===== config.mk =====
export PLATFORM = sky130hd
export DESIGN_NAME = fv_bank_req_arbiter
export DESIGN_NICKNAME = d
export VERILOG_FILES = /design/src/rtl/fv_bank_req_arbiter_pkg.sv /design/src/rtl/fv_bank_req_arbiter_rr_pick.sv /design/src/rtl/fv_bank_req_arbiter.sv
export SDC_FILE = /design/constraint.sdc
export NUM_CORES = 1
export LEC_CHECK = 0
export ABC_AREA = 1
export CORE_MARGIN = 2
export CORE_UTILIZATION = 31
export DETAILED_ROUTE_END_ITERATION = 7
export HOLD_SLACK_MARGIN = 0.02
export PLACE_DENSITY = 0.65
export SLEW_MARGIN = 30
export SYNTH_ARGS = -nofsm -noshare
export SYNTH_HDL_FRONTEND = slang
export SYNTH_SLANG_ARGS = --single-unit

===== constraint.sdc =====
create_clock -name clk -period 3.4 [get_ports clk]
set_input_delay 0.85 -clock clk [delete_from_list [all_inputs] [get_ports clk]]
set_output_delay 0.85 -clock clk [all_outputs]
set_load 0.01 [all_outputs]

===== src/rtl/fv_bank_req_arbiter_pkg.sv =====
// Shared types and sizing for the Big FV bank request path.
package fv_bank_req_arbiter_pkg;

  localparam int NUM_EDGE_PE   = 4;
  localparam int NUM_FV_WB_SRC = 2;
  localparam int MAX_FV_NUM    = 64;
  localparam int MAX_NODE_ID   = 256;
  localparam int FV_BANDWIDTH  = 32;

  localparam int NODE_ID_BITS = $clog2(MAX_NODE_ID);
  localparam int FV_NUM_BITS  = $clog2(MAX_FV_NUM) + 1;
  localparam int PE_TAG_BITS  = $clog2(NUM_EDGE_PE);

  typedef enum logic [1:0] {
    ST_IDLE     = 2'd0,
    ST_RD_HOLD  = 2'd1,
    ST_WR_BURST = 2'd2
  } arb_state_e;

  typedef struct packed {
    logic                    valid;
    logic                    rd_wr;
    logic                    wr_eos;
    logic [NODE_ID_BITS-1:0] Node_id;
    logic [PE_TAG_BITS-1:0]  PE_tag;
    logic [FV_BANDWIDTH-1:0] data;
  } Req2Output_SRAM_Bank;

  // Lines a read occupies the bank: two features per line, never less than one.
  function automatic logic [FV_NUM_BITS-1:0] rd_lines(input logic [FV_NUM_BITS-1:0] fv_num);
    return (fv_num == '0) ? FV_NUM_BITS'(1) : FV_NUM_BITS'(({1'b0, fv_num} + 1'b1) >> 1);
  endfunction

endpackage


===== src/rtl/fv_bank_req_arbiter_rr_pick.sv =====
// Round-robin picker: first set request at or after ptr, wrapping; one-hot grant plus index.
module rr_pick #(
  parameter int N  = 4,
  parameter int IW = (N > 1) ? $clog2(N) : 1
) (
  input  logic [N-1:0]  req,
  input  logic [IW-1:0] ptr,
  output logic [N-1:0]  gnt,
  output logic [IW-1:0] idx,
  output logic          any
);

  logic [N-1:0] rot;
  logic [IW:0]  sum;

  always_comb begin
    rot = N'({req, req} >> ptr);
    gnt = '0;
    any = 1'b0;
    sum = '0;
    // Descending scan so the lowest rotated position is the one kept.
    for (int i = N - 1; i >= 0; i--) begin
      if (rot[i]) begin
        any = 1'b1;
        sum = {1'b0, ptr} + (IW + 1)'(i);
      end
    end
    if (sum >= (IW + 1)'(N)) sum = sum - (IW + 1)'(N);
    idx = sum[IW-1:0];
    if (any) gnt[idx] = 1'b1;
  end

endmodule


===== src/rtl/fv_bank_req_arbiter.sv =====
// Arbitrates Edge-PE reads and write-back bursts onto one bank request port,
// pacing the bank itself since the controller has no back-pressure.
module fv_bank_req_arbiter
  import fv_bank_req_arbiter_pkg::*;
#(
  parameter int NUM_PE    = NUM_EDGE_PE,
  parameter int NUM_WB    = NUM_FV_WB_SRC,
  parameter int NODE_ID_W = NODE_ID_BITS,
  parameter int DATA_W    = FV_BANDWIDTH,
  parameter int FV_NUM_W  = FV_NUM_BITS
) (
  input  logic                          clk,
  input  logic                          reset,
  input  logic                          upd_phase,
  input  logic [FV_NUM_W-1:0]           fv_num,
  input  logic [NUM_PE-1:0]             rd_valid,
  input  logic [NUM_PE*NODE_ID_W-1:0]   rd_node_id,
  output logic [NUM_PE-1:0]             rd_ready,
  input  logic [NUM_WB-1:0]             wb_valid,
  input  logic [NUM_WB*NODE_ID_W-1:0]   wb_node_id,
  input  logic [NUM_WB*DATA_W-1:0]      wb_data,
  input  logic [NUM_WB-1:0]             wb_eos,
  output logic [NUM_WB-1:0]             wb_ready,
  output Req2Output_SRAM_Bank           req_pkt,
  output logic                          busy,
  output logic                          proto_err
);

  localparam int TOTAL = NUM_PE + NUM_WB;
  localparam int PW    = $clog2(TOTAL);
  localparam int PEW   = (NUM_PE > 1) ? $clog2(NUM_PE) : 1;
  localparam int WBW   = (NUM_WB > 1) ? $clog2(NUM_WB) : 1;

  arb_state_e          state_q, state_d;
  logic [FV_NUM_W-1:0] cnt_q, cnt_d;
  logic [PW-1:0]       ptr_q, ptr_d;
  logic [WBW-1:0]      owner_q, owner_d;
  logic                err_q, err_d;
  Req2Output_SRAM_Bank pkt_q, pkt_d;

  logic [NODE_ID_W-1:0] rd_id  [NUM_PE];
  logic [NODE_ID_W-1:0] wb_id  [NUM_WB];
  logic [DATA_W-1:0]    wb_dat [NUM_WB];

  logic [TOTAL-1:0] pick_gnt;
  logic [PW-1:0]    pick_idx;
  logic             pick_any, pick_is_rd, grant_ok, grant;
  logic [PEW-1:0]   rd_sel;
  logic [WBW-1:0]   wb_sel;

  always_comb begin
    for (int i = 0; i < NUM_PE; i++) rd_id[i] = rd_node_id[i*NODE_ID_W +: NODE_ID_W];
    for (int i = 0; i < NUM_WB; i++) begin
      wb_id[i]  = wb_node_id[i*NODE_ID_W +: NODE_ID_W];
      wb_dat[i] = wb_data[i*DATA_W +: DATA_W];
    end
  end

  rr_pick #(.N(TOTAL), .IW(PW)) u_pick (
    .req ({wb_valid, rd_valid}),
    .ptr (ptr_q),
    .gnt (pick_gnt),
    .idx (pick_idx),
    .any (pick_any)
  );

  assign pick_is_rd = pick_idx < PW'(NUM_PE);
  assign rd_sel     = PEW'(pick_idx);
  assign wb_sel     = WBW'(pick_idx - PW'(NUM_PE));

  // The last RD_HOLD line is also a grant slot so back-to-back reads waste no cycle.
  assign grant_ok = !reset && upd_phase &&
                    (state_q == ST_IDLE || (state_q == ST_RD_HOLD && cnt_q == '0));
  assign grant    = grant_ok && pick_any;

  always_comb begin
    rd_ready = '0;
    wb_ready = '0;
    if (!reset && state_q == ST_WR_BURST) begin
      wb_ready[owner_q] = 1'b1;
    end else if (grant) begin
      rd_ready = pick_gnt[NUM_PE-1:0];
      wb_ready = pick_gnt[TOTAL-1:NUM_PE];
    end
  end

  always_comb begin
    state_d     = state_q;
    cnt_d       = cnt_q;
    ptr_d       = ptr_q;
    owner_d     = owner_q;
    err_d       = err_q;
    pkt_d       = pkt_q;
    pkt_d.valid = 1'b0;

    case (state_q)
      ST_RD_HOLD: begin
        if (cnt_q != '0) cnt_d = cnt_q - 1'b1;
        else             state_d = ST_IDLE;
      end
      ST_WR_BURST: begin
        if (wb_valid[owner_q]) begin
          pkt_d.valid  = 1'b1;
          pkt_d.rd_wr  = 1'b1;
          pkt_d.wr_eos = wb_eos[owner_q];
          pkt_d.data   = wb_dat[owner_q];
          if (wb_eos[owner_q]) state_d = ST_IDLE;
        end else begin
          err_d = 1'b1;
        end
      end
      default: ;
    endcase

    if (grant) begin
      ptr_d       = (pick_idx == PW'(TOTAL - 1)) ? '0 : pick_idx + 1'b1;
      pkt_d.valid = 1'b1;
      if (pick_is_rd) begin
        pkt_d.rd_wr   = 1'b0;
        pkt_d.wr_eos  = 1'b0;
        pkt_d.Node_id = rd_id[rd_sel];
        pkt_d.PE_tag  = PE_TAG_BITS'(rd_sel);
        cnt_d         = rd_lines(fv_num);
        state_d       = ST_RD_HOLD;
      end else begin
        pkt_d.rd_wr   = 1'b1;
        pkt_d.wr_eos  = wb_eos[wb_sel];
        pkt_d.Node_id = wb_id[wb_sel];
        pkt_d.PE_tag  = '0;
        pkt_d.data    = wb_dat[wb_sel];
        owner_d       = wb_sel;
        state_d       = wb_eos[wb_sel] ? ST_IDLE : ST_WR_BURST;
      end
    end
  end

  always_ff @(posedge clk) begin
    if (reset) begin
      state_q <= ST_IDLE;
      cnt_q   <= '0;
      ptr_q   <= '0;
      owner_q <= '0;
      err_q   <= 1'b0;
      pkt_q   <= '0;
    end else begin
      state_q <= state_d;
      cnt_q   <= cnt_d;
      ptr_q   <= ptr_d;
      owner_q <= owner_d;
      err_q   <= err_d;
      pkt_q   <= pkt_d;
    end
  end

  assign req_pkt   = pkt_q;
  assign busy      = (state_q != ST_IDLE);
  assign proto_err = err_q;

endmodule


==> run summary <==
Synthesis-to-finish area growth: 64.9%
Die H: 129 um
Post-DR wirelength/cell: 13.8 um
Largest net degree at the start of global routing: 59
Vias after detailed routing: 6157
Worst VDD drop: 0.486 mV
Area leader, netlist: nand2_1
DRT iter0 DRCs: 306
Worst-margin pin slew: 651 ps
First-pass GRT wire length: 28.3 mm
Number of global-route vias before repair: 5802
GPL Wtd Cong: 0.837
Synth Instances: 858
Final Critical Period: 3390 ps
CTS tree: done
Placed cell areas: 7140 sq um
CP Max Fanout: 5
Most common cell after layout, fill and taps aside: nand2_1
Final instance area: 8000 sq um
Dpl hpwl: 12.3 mm
Min Hold Slack: 463 ps
Vias per cell: 4.76
DRC Markers: 0
Flops & latches, synth: 59
Worst skew pair latency: 330 ps
Nets: 1216
Critical path launch point type: input port
Ys flop type: dfxtp_1
Fin Clk Skew: 8.19 ps
Achievable Freq: 295 MHz
Commonest non-fill, non-tap cells in the layout: nand2_1, clkdlybuf4s50_1, nor2_1, buf_4, dfxtp_1
Congestion Overflow GR: 0
Layout cell share with drive strength beyond 1: 19.7%
M1 wire length: 7.53 mm
Fin crit share: 99.6%
Status: completed
HP Start: req_pkt[33]$_SDFFE_PP0P_
Initial Util: 31.8%
# port buffers: 182
Synth area leaders: nand2_1, dfxtp_1, nor2_1
H-tree levels: 3
RR Startpoint: ptr_q[0]$_SDFFE_PP0P_
Post-route ant nets: 0
Post-synthesis sequential area ratio: 24.4%
Leak: 0.00362 uW
Ys async rst share: 0%
Crit. Startpoint: wb_valid[1]
Root buffer cell: clkbuf_16
Reg2reg path depth: 21
CP endpoint kind: output pin
Core area: 15300 sq um
Worst R2R End: ptr_q[2]$_SDFFE_PP0P_
Netlist cell types: 38
Final Hold Viols: 0
CP Cell Sequence: buf_6, buf_6, buf_4, nand3_2, nand2_2, nand2_2, nand2_4, nor2_4, nand2_4, nand3_4, a21oi_4, buf_4, nand3_4, nand3_4, buf_6, nor2_2, buf_2
Max stage delay on crit path: 150 ps
Mapped Area: 4850 sq um
Metal3 WL: 1.30 mm
Slew HR: 56.6%
CTS clk-pin slew, worst paths: 50 ps
Max cap viols: 0
Area share of the largest cell type after synthesis: 26.6%
Max clock buf depth: 2
Die extent in x: 129 um
Pre-antenna DRT Iters: 5
Antenna cell count: 0
DIE AREA: 16700 sq um
Top layer in use: met4
# rows: 45
Hold buffer count at cts: 0
CTS sink count: 59
Type of the worst min-delay path: reg -> reg
Detail Route met2 WL: 8.52 mm
PD cells: 667 nW/um^2
Utilization after layout: 52.4%
Initial antenna violation count: 0
Final setup viols: 0
Crit path DAT: 2540 ps
Avg Inst Size Synth: 5.65 sq um
RSZ-0062 raised after global routing: yes
Kind of critical path: in -> out
I/O pins: 183
Synth Warn #: 0
Gr usage total: 21.1%
Num CTS Buffers: 9
R2r setup slk: 500 ps
Syn_nets: 996
Critical path required time: 2550 ps
EDFF count, synth: 0
CP max-delay cell: buf_6
Worst Setup EP: rd_ready[2]
WL final: 17.8 mm
Slew Limit Fails: 0
power breakdown:
group | internal, uW | total (uW) | switching, uW
Combinational | 1450 | 3420 | 1970
Clock | 643 | 962 | 319
Sequential | 854 | 954 | 100
Total | 2950 | 5340 | 2390
area by class of cell:
cell class	count	area (sq um)
fill	1500	7260
multi-input combinational	701	3610
timing repair buffer	257	2430
sequential	59	1180
clock buffer	14	284
tap	211	264
inverter	50	200
clock inverter	1	30.0
Yosys cell counts (all sizes together) (2+ instances only):
| cell | count |
|---|---|
| a21oi | 28 |
| a31oi | 33 |
| buf | 25 |
| clkbuf | 23 |
| clkinv | 3 |
| dfxtp | 59 |
| ha | 8 |
| inv | 47 |
| nand2 | 363 |
| nand3 | 66 |
| nor2 | 133 |
| nor3 | 7 |
| nor3b | 2 |
| nor4 | 2 |
| o21ai | 45 |
| or2 | 2 |
| xnor2 | 3 |
| xor2 | 5 |
worst max-delay path: cells and delay by family:
kind | cells | cell delay, ps
and+or+nand+nor | 10 | 870
buffers and inverters | 6 | 760
AOI/OAI and AO/OA | 1 | 60
through the flow:
step                      setup WS (ps)  setup TNS (ps)  total power, uW  cells
after floorplan                    51.3               0             2840    858
after global placement             -863          -10180             3910   1262
after detailed placement           -917          -10840             3920   1262
after CTS                         -10.9           -10.9             5130   1287
after global routing               -114            -393             5780   1293
final                              14.2               0             5340   1293
kinds of logic (layout without fill, tap and decap cells):
kind of cell / after synthesis / count (layout) / synth area share [%]
adders and majority gates: 8 / 8 / 2.06
AOI/OAI and AO/OA: 109 / 109 / 12.9
xor gates and xnor gates: 8 / 8 / 1.45
and+or+nand+nor: 576 / 576 / 49.4
buffers and inverters: 98 / 322 / 9.78
DFF: 59 / 59 / 24.4
layer usage:
metal | track usage [%] | vias to the layer above
li1 | - | 3180
met1 | 25.7 | 2743
met2 | 35.8 | 195
met3 | 6.52 | 39
met4 | 6.71 | 0
met5 | 0 | -
worst min path at each step:
stage | endpoint | slack [ps] | cells past startpoint
floorplan | state_q[0]$_SDFFE_PP0P_ | 460 | 2
global placement | proto_err$_SDFFE_PP0P_ | 450 | 2
detailed placement | proto_err$_SDFFE_PP0P_ | 460 | 2
CTS | req_pkt[33]$_SDFFE_PP0P_ | 470 | 2
global route | proto_err$_SDFFE_PP0P_ | 510 | 2
finish | req_pkt[33]$_SDFFE_PP0P_ | 460 | 2
repair_timing:
| action | in CTS | in global routing |
|---|---|---|
| cloned | 0 | 0 |
| endpoints found under the setup margin | 6 | 6 |
| hold endpoints to repair | 0 | 0 |
| gates resized for setup | 116 | 52 |
| pin swaps | 37 | 42 |
| buffers inserted | 10 | 6 |
sequential cells by signal, summed over array words and instances, names as in the netlist:
register   count
req_pkt       45
ptr_q          3
state_q        2
owner_q        1
cnt_q          7
proto_err      1
Note: power is estimated with default switching activity, not from simulation.
